File: src/rtl/hud_state_if.sv
// hud_state_if -- event pulses into the HUD tracker and the frame-stable
// display values coming back out.
//
// Signals
//   gem_collect   one-cycle pulse: add one to the score
//   player_hit    one-cycle pulse: the player took damage
//   heart_pickup  one-cycle pulse: restore one health
//   game_restart  one-cycle pulse: start a new game
//   score1        displayed score, ones digit (BCD 0-9)
//   score2        displayed score, tens digit (BCD 0-9)
//   health        displayed health (0-3)
//   game_over     high while the game is over
//   blink         high on invulnerability frames where the sprite is hidden
//
// Modports
//   master  game logic side: drives the pulses, reads the display values
//   slave   hud_state side: takes the pulses, drives the display values
interface hud_state_if;
  logic       gem_collect;
  logic       player_hit;
  logic       heart_pickup;
  logic       game_restart;
  logic [3:0] score1;
  logic [3:0] score2;
  logic [1:0] health;
  logic       game_over;
  logic       blink;

  modport master (
    output gem_collect,
    output player_hit,
    output heart_pickup,
    output game_restart,
    input  score1,
    input  score2,
    input  health,
    input  game_over,
    input  blink
  );

  modport slave (
    input  gem_collect,
    input  player_hit,
    input  heart_pickup,
    input  game_restart,
    output score1,
    output score2,
    output health,
    output game_over,
    output blink
  );
endinterface

File: src/rtl/hud_state.sv
// hud_state -- score / health / invulnerability tracker for the game HUD.
//
// Event pulses update a set of working registers (BCD score, health, player
// FSM, invulnerability frame counter) on the cycle they are sampled. The
// values the display sees are shadow copies that reload only on the cycle
// after a vertical-sync rising edge, so nothing visible changes mid-frame.
//
// Ports
//   Clk        system clock, all state changes on its rising edge
//   Reset_n    asynchronous active-low reset
//   frame_clk  VGA vertical-sync level, asynchronous to Clk
//   hud        hud_state_if.slave: event pulses in, display values out
//
// Parameters
//   INVULN_FRAMES  frame edges of invulnerability after an accepted hit
module hud_state #(
  parameter int INVULN_FRAMES = 60
) (
  input  logic        Clk,
  input  logic        Reset_n,
  input  logic        frame_clk,
  hud_state_if.slave  hud
);

  // The counter must hold INVULN_FRAMES and always have a bit 2 for blink.
  localparam int CW_RAW = (INVULN_FRAMES < 2) ? 1 : $clog2(INVULN_FRAMES + 1);
  localparam int CW     = (CW_RAW < 3) ? 3 : CW_RAW;
  localparam logic [CW-1:0] INVULN_LOAD = CW'(INVULN_FRAMES);

  typedef enum logic [1:0] {
    ALIVE     = 2'd0,
    INVULN    = 2'd1,
    GAME_OVER = 2'd2
  } state_t;

  // ------------------------------------------------------------------
  // frame_clk synchronizer and rising-edge detector
  // ------------------------------------------------------------------
  logic       sync1_reg;
  logic       sync2_reg;
  logic       sync_prev_reg;
  logic [1:0] sync_vld_reg;
  logic       armed_reg;
  logic       load_reg;
  logic       frame_edge;

  // sync_vld_reg marks when sync2_reg carries a real sample of frame_clk
  // rather than its reset value. The detector only arms after a real low
  // has been seen, so a frame_clk already high at reset release does not
  // count as a rising edge.
  always_ff @(posedge Clk or negedge Reset_n) begin
    if (!Reset_n) begin
      sync1_reg     <= 1'b0;
      sync2_reg     <= 1'b0;
      sync_prev_reg <= 1'b0;
      sync_vld_reg  <= 2'b00;
      armed_reg     <= 1'b0;
      load_reg      <= 1'b0;
    end else begin
      sync1_reg     <= frame_clk;
      sync2_reg     <= sync1_reg;
      sync_prev_reg <= sync2_reg;
      sync_vld_reg  <= {sync_vld_reg[0], 1'b1};
      armed_reg     <= armed_reg | (sync_vld_reg[1] & ~sync2_reg);
      load_reg      <= frame_edge;
    end
  end

  assign frame_edge = sync2_reg & ~sync_prev_reg & armed_reg;

  // ------------------------------------------------------------------
  // Working state
  // ------------------------------------------------------------------
  state_t        state_reg, state_next;
  logic [3:0]    ones_reg,  ones_next;
  logic [3:0]    tens_reg,  tens_next;
  logic [1:0]    hp_reg,    hp_next;
  logic [CW-1:0] cnt_reg,   cnt_next;
  logic [1:0]    hp_heart;

  always_ff @(posedge Clk or negedge Reset_n) begin
    if (!Reset_n) begin
      state_reg <= ALIVE;
      ones_reg  <= 4'd0;
      tens_reg  <= 4'd0;
      hp_reg    <= 2'd3;
      cnt_reg   <= '0;
    end else begin
      state_reg <= state_next;
      ones_reg  <= ones_next;
      tens_reg  <= tens_next;
      hp_reg    <= hp_next;
      cnt_reg   <= cnt_next;
    end
  end

  always_comb begin
    state_next = state_reg;
    ones_next  = ones_reg;
    tens_next  = tens_reg;
    hp_next    = hp_reg;
    cnt_next   = cnt_reg;

    // Health after a saturating heart; an accepted hit is applied on top
    // of this so that both pulses together behave as heart-then-hit.
    hp_heart = hp_reg;
    if (hud.heart_pickup && (hp_reg != 2'd3)) begin
      hp_heart = hp_reg + 2'd1;
    end

    if (hud.game_restart) begin
      state_next = ALIVE;
      ones_next  = 4'd0;
      tens_next  = 4'd0;
      hp_next    = 2'd3;
      cnt_next   = '0;
    end else begin
      // BCD score, saturating at 99.
      if (hud.gem_collect && (state_reg != GAME_OVER)) begin
        if (ones_reg == 4'd9) begin
          if (tens_reg != 4'd9) begin
            ones_next = 4'd0;
            tens_next = tens_reg + 4'd1;
          end
        end else begin
          ones_next = ones_reg + 4'd1;
        end
      end

      case (state_reg)
        ALIVE: begin
          hp_next = hp_heart;
          if (hud.player_hit) begin
            if (hp_heart > 2'd1) begin
              hp_next    = hp_heart - 2'd1;
              cnt_next   = INVULN_LOAD;
              state_next = INVULN;
            end else begin
              hp_next    = 2'd0;
              state_next = GAME_OVER;
            end
          end
        end

        INVULN: begin
          // Hits are ignored here; hearts still count.
          hp_next = hp_heart;
          if (frame_edge) begin
            if (cnt_reg <= CW'(1)) begin
              cnt_next   = '0;
              state_next = ALIVE;
            end else begin
              cnt_next = cnt_reg - CW'(1);
            end
          end
        end

        GAME_OVER: begin
          // Only a restart leaves this state.
        end

        default: begin
          state_next = ALIVE;
        end
      endcase
    end
  end

  // ------------------------------------------------------------------
  // Display shadows, reloaded once per frame
  // ------------------------------------------------------------------
  logic [3:0] score1_reg;
  logic [3:0] score2_reg;
  logic [1:0] health_reg;
  logic       game_over_reg;
  logic       blink_reg;
  logic       blink_work;

  assign blink_work = (state_reg == INVULN) & cnt_reg[2];

  always_ff @(posedge Clk or negedge Reset_n) begin
    if (!Reset_n) begin
      score1_reg    <= 4'd0;
      score2_reg    <= 4'd0;
      health_reg    <= 2'd3;
      game_over_reg <= 1'b0;
      blink_reg     <= 1'b0;
    end else if (load_reg) begin
      score1_reg    <= ones_reg;
      score2_reg    <= tens_reg;
      health_reg    <= hp_reg;
      game_over_reg <= (state_reg == GAME_OVER);
      blink_reg     <= blink_work;
    end
  end

  assign hud.score1    = score1_reg;
  assign hud.score2    = score2_reg;
  assign hud.health    = health_reg;
  assign hud.game_over = game_over_reg;
  assign hud.blink     = blink_reg;

endmodule

File: src/flat_wrapper.sv
// flat-port wrapper written by rule: the top's interface ports become plain ports
module hud_state_flat 
#(
  parameter int INVULN_FRAMES = 60
)
  (Clk, Reset_n, frame_clk, hud_gem_collect, hud_player_hit, hud_heart_pickup, hud_game_restart, hud_score1, hud_score2, hud_health, hud_game_over, hud_blink);
  hud_state_if hud_i ();
  input  logic Clk;
  input  logic Reset_n;
  input  logic frame_clk;
  input wire logic [$bits(hud_i.gem_collect)-1:0] hud_gem_collect;
  input wire logic [$bits(hud_i.player_hit)-1:0] hud_player_hit;
  input wire logic [$bits(hud_i.heart_pickup)-1:0] hud_heart_pickup;
  input wire logic [$bits(hud_i.game_restart)-1:0] hud_game_restart;
  output wire logic [$bits(hud_i.score1)-1:0] hud_score1;
  output wire logic [$bits(hud_i.score2)-1:0] hud_score2;
  output wire logic [$bits(hud_i.health)-1:0] hud_health;
  output wire logic [$bits(hud_i.game_over)-1:0] hud_game_over;
  output wire logic [$bits(hud_i.blink)-1:0] hud_blink;
  assign hud_i.gem_collect = hud_gem_collect;
  assign hud_i.player_hit = hud_player_hit;
  assign hud_i.heart_pickup = hud_heart_pickup;
  assign hud_i.game_restart = hud_game_restart;
  assign hud_score1 = hud_i.score1;
  assign hud_score2 = hud_i.score2;
  assign hud_health = hud_i.health;
  assign hud_game_over = hud_i.game_over;
  assign hud_blink = hud_i.blink;
  hud_state #(.INVULN_FRAMES(INVULN_FRAMES)) u_core (.Clk(Clk), .Reset_n(Reset_n), .frame_clk(frame_clk), .hud(hud_i));
endmodule
File: config.mk
export PLATFORM = sky130hd
export DESIGN_NAME = hud_state_flat
export DESIGN_NICKNAME = d
export VERILOG_FILES = /design/src/rtl/hud_state_if.sv /design/src/rtl/hud_state.sv /design/src/flat_wrapper.sv
export SDC_FILE = /design/constraint.sdc
export NUM_CORES = 1
export LEC_CHECK = 0
export BUFFER_PORTS_ARGS = -buffer_cell sky130_fd_sc_hd__buf_2
export CAP_MARGIN = 30
export CORE_ASPECT_RATIO = 0.9
export CORE_MARGIN = 10
export CORE_UTILIZATION = 45
export DETAILED_ROUTE_END_ITERATION = 10
export GPL_ROUTABILITY_DRIVEN = 1
export SETUP_SLACK_MARGIN = 0.4
export SLEW_MARGIN = 10
export SYNTH_ARGS = -nofsm -noshare
export SYNTH_HDL_FRONTEND = slang
export SYNTH_SLANG_ARGS = --single-unit
File: constraint.sdc
create_clock -name Clk -period 3.3 [get_ports Clk]
set_input_delay 0.33 -clock Clk [delete_from_list [all_inputs] [get_ports Clk]]
set_output_delay 0.33 -clock Clk [all_outputs]
set_load 0.01 [all_outputs]
==> metrics.txt <==
Area growth, synth to finish=14.7%; first-pass GRT wire length=6160 um; synth cell count leaders=dfrtp_1, nor2_1, a21oi_1, mux2_2; Slew HR=46.4%; die width=86.7 um; IO Pins=19; Fill cells=351; drt via density=5.53; initial antenna violation count=0; Overall Global Routing Usage=10.9%; Layout Nets=198; Detailed Route WL=3500 um; most frequent cell after synthesis=dfrtp_1; worst-path maximum fanout=10; drc violations=0; final setup fails=0; Post-synth ARST share=100%; number of global-route vias before repair=1316; Area contributors post-synth=dfrtp_1, mux2_2, dfstp_2; largest area contributor in the netlist=dfrtp_1; number of synthesized flops with an enable pin=0; DR iter-0 viols=105; CTS Hold Buffers Added=0; Core Area=3780 um2; max-cap check violation count=0; grt total ovfl=0; Setup CP Type=flip-flop to flip-flop; root buf cell=clkbuf_8; Detailed Place HPWL=2510 um; HP Class=input port to asynchronous set/reset pin; post-route ant nets=0; post-route setup TNS=0 ns; share of cells above drive strength 1=29.2%; Final Hold Viols=0; clk buf depth=2; Cell variety after synth=49; DR vias=1278; drt wl/cell=15.1 um; port buffer count=18; max reg flops=6; top-area cell type share of the netlist area=45.8%; Post-Synthesis Cells=163; CTS sink count=37; ys flop type=dfrtp_1; clock slew at reported path FFs=0.07 ns; worst-margin pin slew=0.804 ns; Post-CTS Setup Inserts=0; post-CTS sizing=0; Skew-Pair Late Insertion Delay=0.29 ns; clock skew=0.00278 ns; Lkg Pwr=0.000987 uW; RSZ-0062 raised after global routing=false; Seq/Total Area, Yosys=51.7%; Syn Nets=177; Yosys reg bits=37; final core utilization=54.6%; CP required=3.46 ns; Fmax achieved=542 MHz; Ys Warns=0; CP Data Arrival Time=2.01 ns; final slew viol count=0; H-tree depth=2; Die Ht=80.0 um; Netlist Area Pre-Place=1800 um2; # diodes=0; Setup WS post-layout=1.45 ns; status=completed; placed instance count=223; total clock buffers created by CTS=5; VDD IR max=515 uV; Post-Layout Cell Count=231; Initial Util=47.6%; crit start category=flip-flop; min Tclk post-route=1.85 ns; post-placement worst setup slack=1.46 ns; pwr dens=752 nW/um2; drt pass-1 iters=6; largest net degree at the start of global routing=38; GP Congestion=0.799; CTS tree=done; endpoint class of the critical path=flip-flop; crit share post-route=55.9%; Placement Rows=21; Final Hold Slack=0.131 ns; die area=6940 um2; synthesized area per cell=11.1 um2
-- path summary, 6_finish.rpt --
path | cells past startpoint | end | slack, ns | from
hold reg to reg | 0 | u_core.sync_vld_reg[1] | 0.36 | u_core.sync_vld_reg[0]
min in group Clk | 1 | u_core.sync1_reg | 0.14 | frame_clk
max in group asynchronous | 1 | u_core.cnt_reg[0] | 2.66 | Reset_n
setup reg to reg | 6 | u_core.cnt_reg[3] | 1.45 | u_core.hp_reg[1]
setup / recovery | 6 | u_core.cnt_reg[3] | 1.45 | u_core.hp_reg[1]
hold / removal | 1 | u_core.cnt_reg[4] | 0.13 | Reset_n
-- routing by layer --
metal | track usage [%] | up-vias | part of all wire [%] | wire (um)
met4 | 5.18 | 0 | 1.3 | 44
met1 | 12.9 | 619 | 45 | 1560
li1 | - | 623 | - | -
met3 | 4.39 | 5 | 6.6 | 231
met2 | 17.0 | 31 | 47 | 1660
met5 | 0 | - | 0 | 0
-- stage by stage --
step / total power (uW) / area, um2
6_report: 1550 / 2070
5_1_grt: 1660 / 2070
4_1_cts: 1570 / 2070
3_5_place_dp: 1100 / 1930
3_3_place_gp: 1080 / 1930
2_1_floorplan: 979 / 1800
-- critical path, cell delays in order (launching register included) --
cell and delay [ns]:
dfstp_2 0.58, ha_1 0.17, nand2b_4 0.14, mux2_4 0.32
a21oi_4 0.27, o21bai_1 0.18, a21oi_2 0.06
-- cell type report --
class | instances | area [um2] | area share (%)
tap | 46 | 57.6 | 2.79
multi-input combinational | 112 | 816 | 39.5
clock buffer | 5 | 68.8 | 3.33
clock inverter | 3 | 65.1 | 3.15
sequential | 37 | 931 | 45.1
timing repair buffer | 18 | 90.1 | 4.36
inverter | 10 | 37.5 | 1.82
-- power by group --
group	leakage, uW	switching (uW)	internal, uW
Combinational	0.000441	245	216
Clock	0.0000681	164	300
Sequential	0.000478	87.4	541
-- cell families after synthesis --
logic type,count (synthesis),share of synthesized area (%)
muxes,13,8.26
buffers and inverters,14,3.06
AOI/OAI and AO/OA,33,13.0
and+or+nand+nor,55,17.5
DFF,37,51.7
other,1,0.208
adders and majority gates,7,4.86
xor gates and xnor gates,3,1.46
-- cells in the final DEF (no fill, tap or decap), types with 3 or more instances in the layout --
master    instances
o21ai_0           3
inv_1            10
nor4_1            5
nand2b_1          3
ha_1              7
nand3_1           3
clkbuf_8          5
dfrtp_1          33
dfstp_2           4
a21oi_1          11
nand2_1          10
buf_2            18
mux2_2           11
nor2_1           15
No activity file was read; power rests on OpenSTA's default activity.
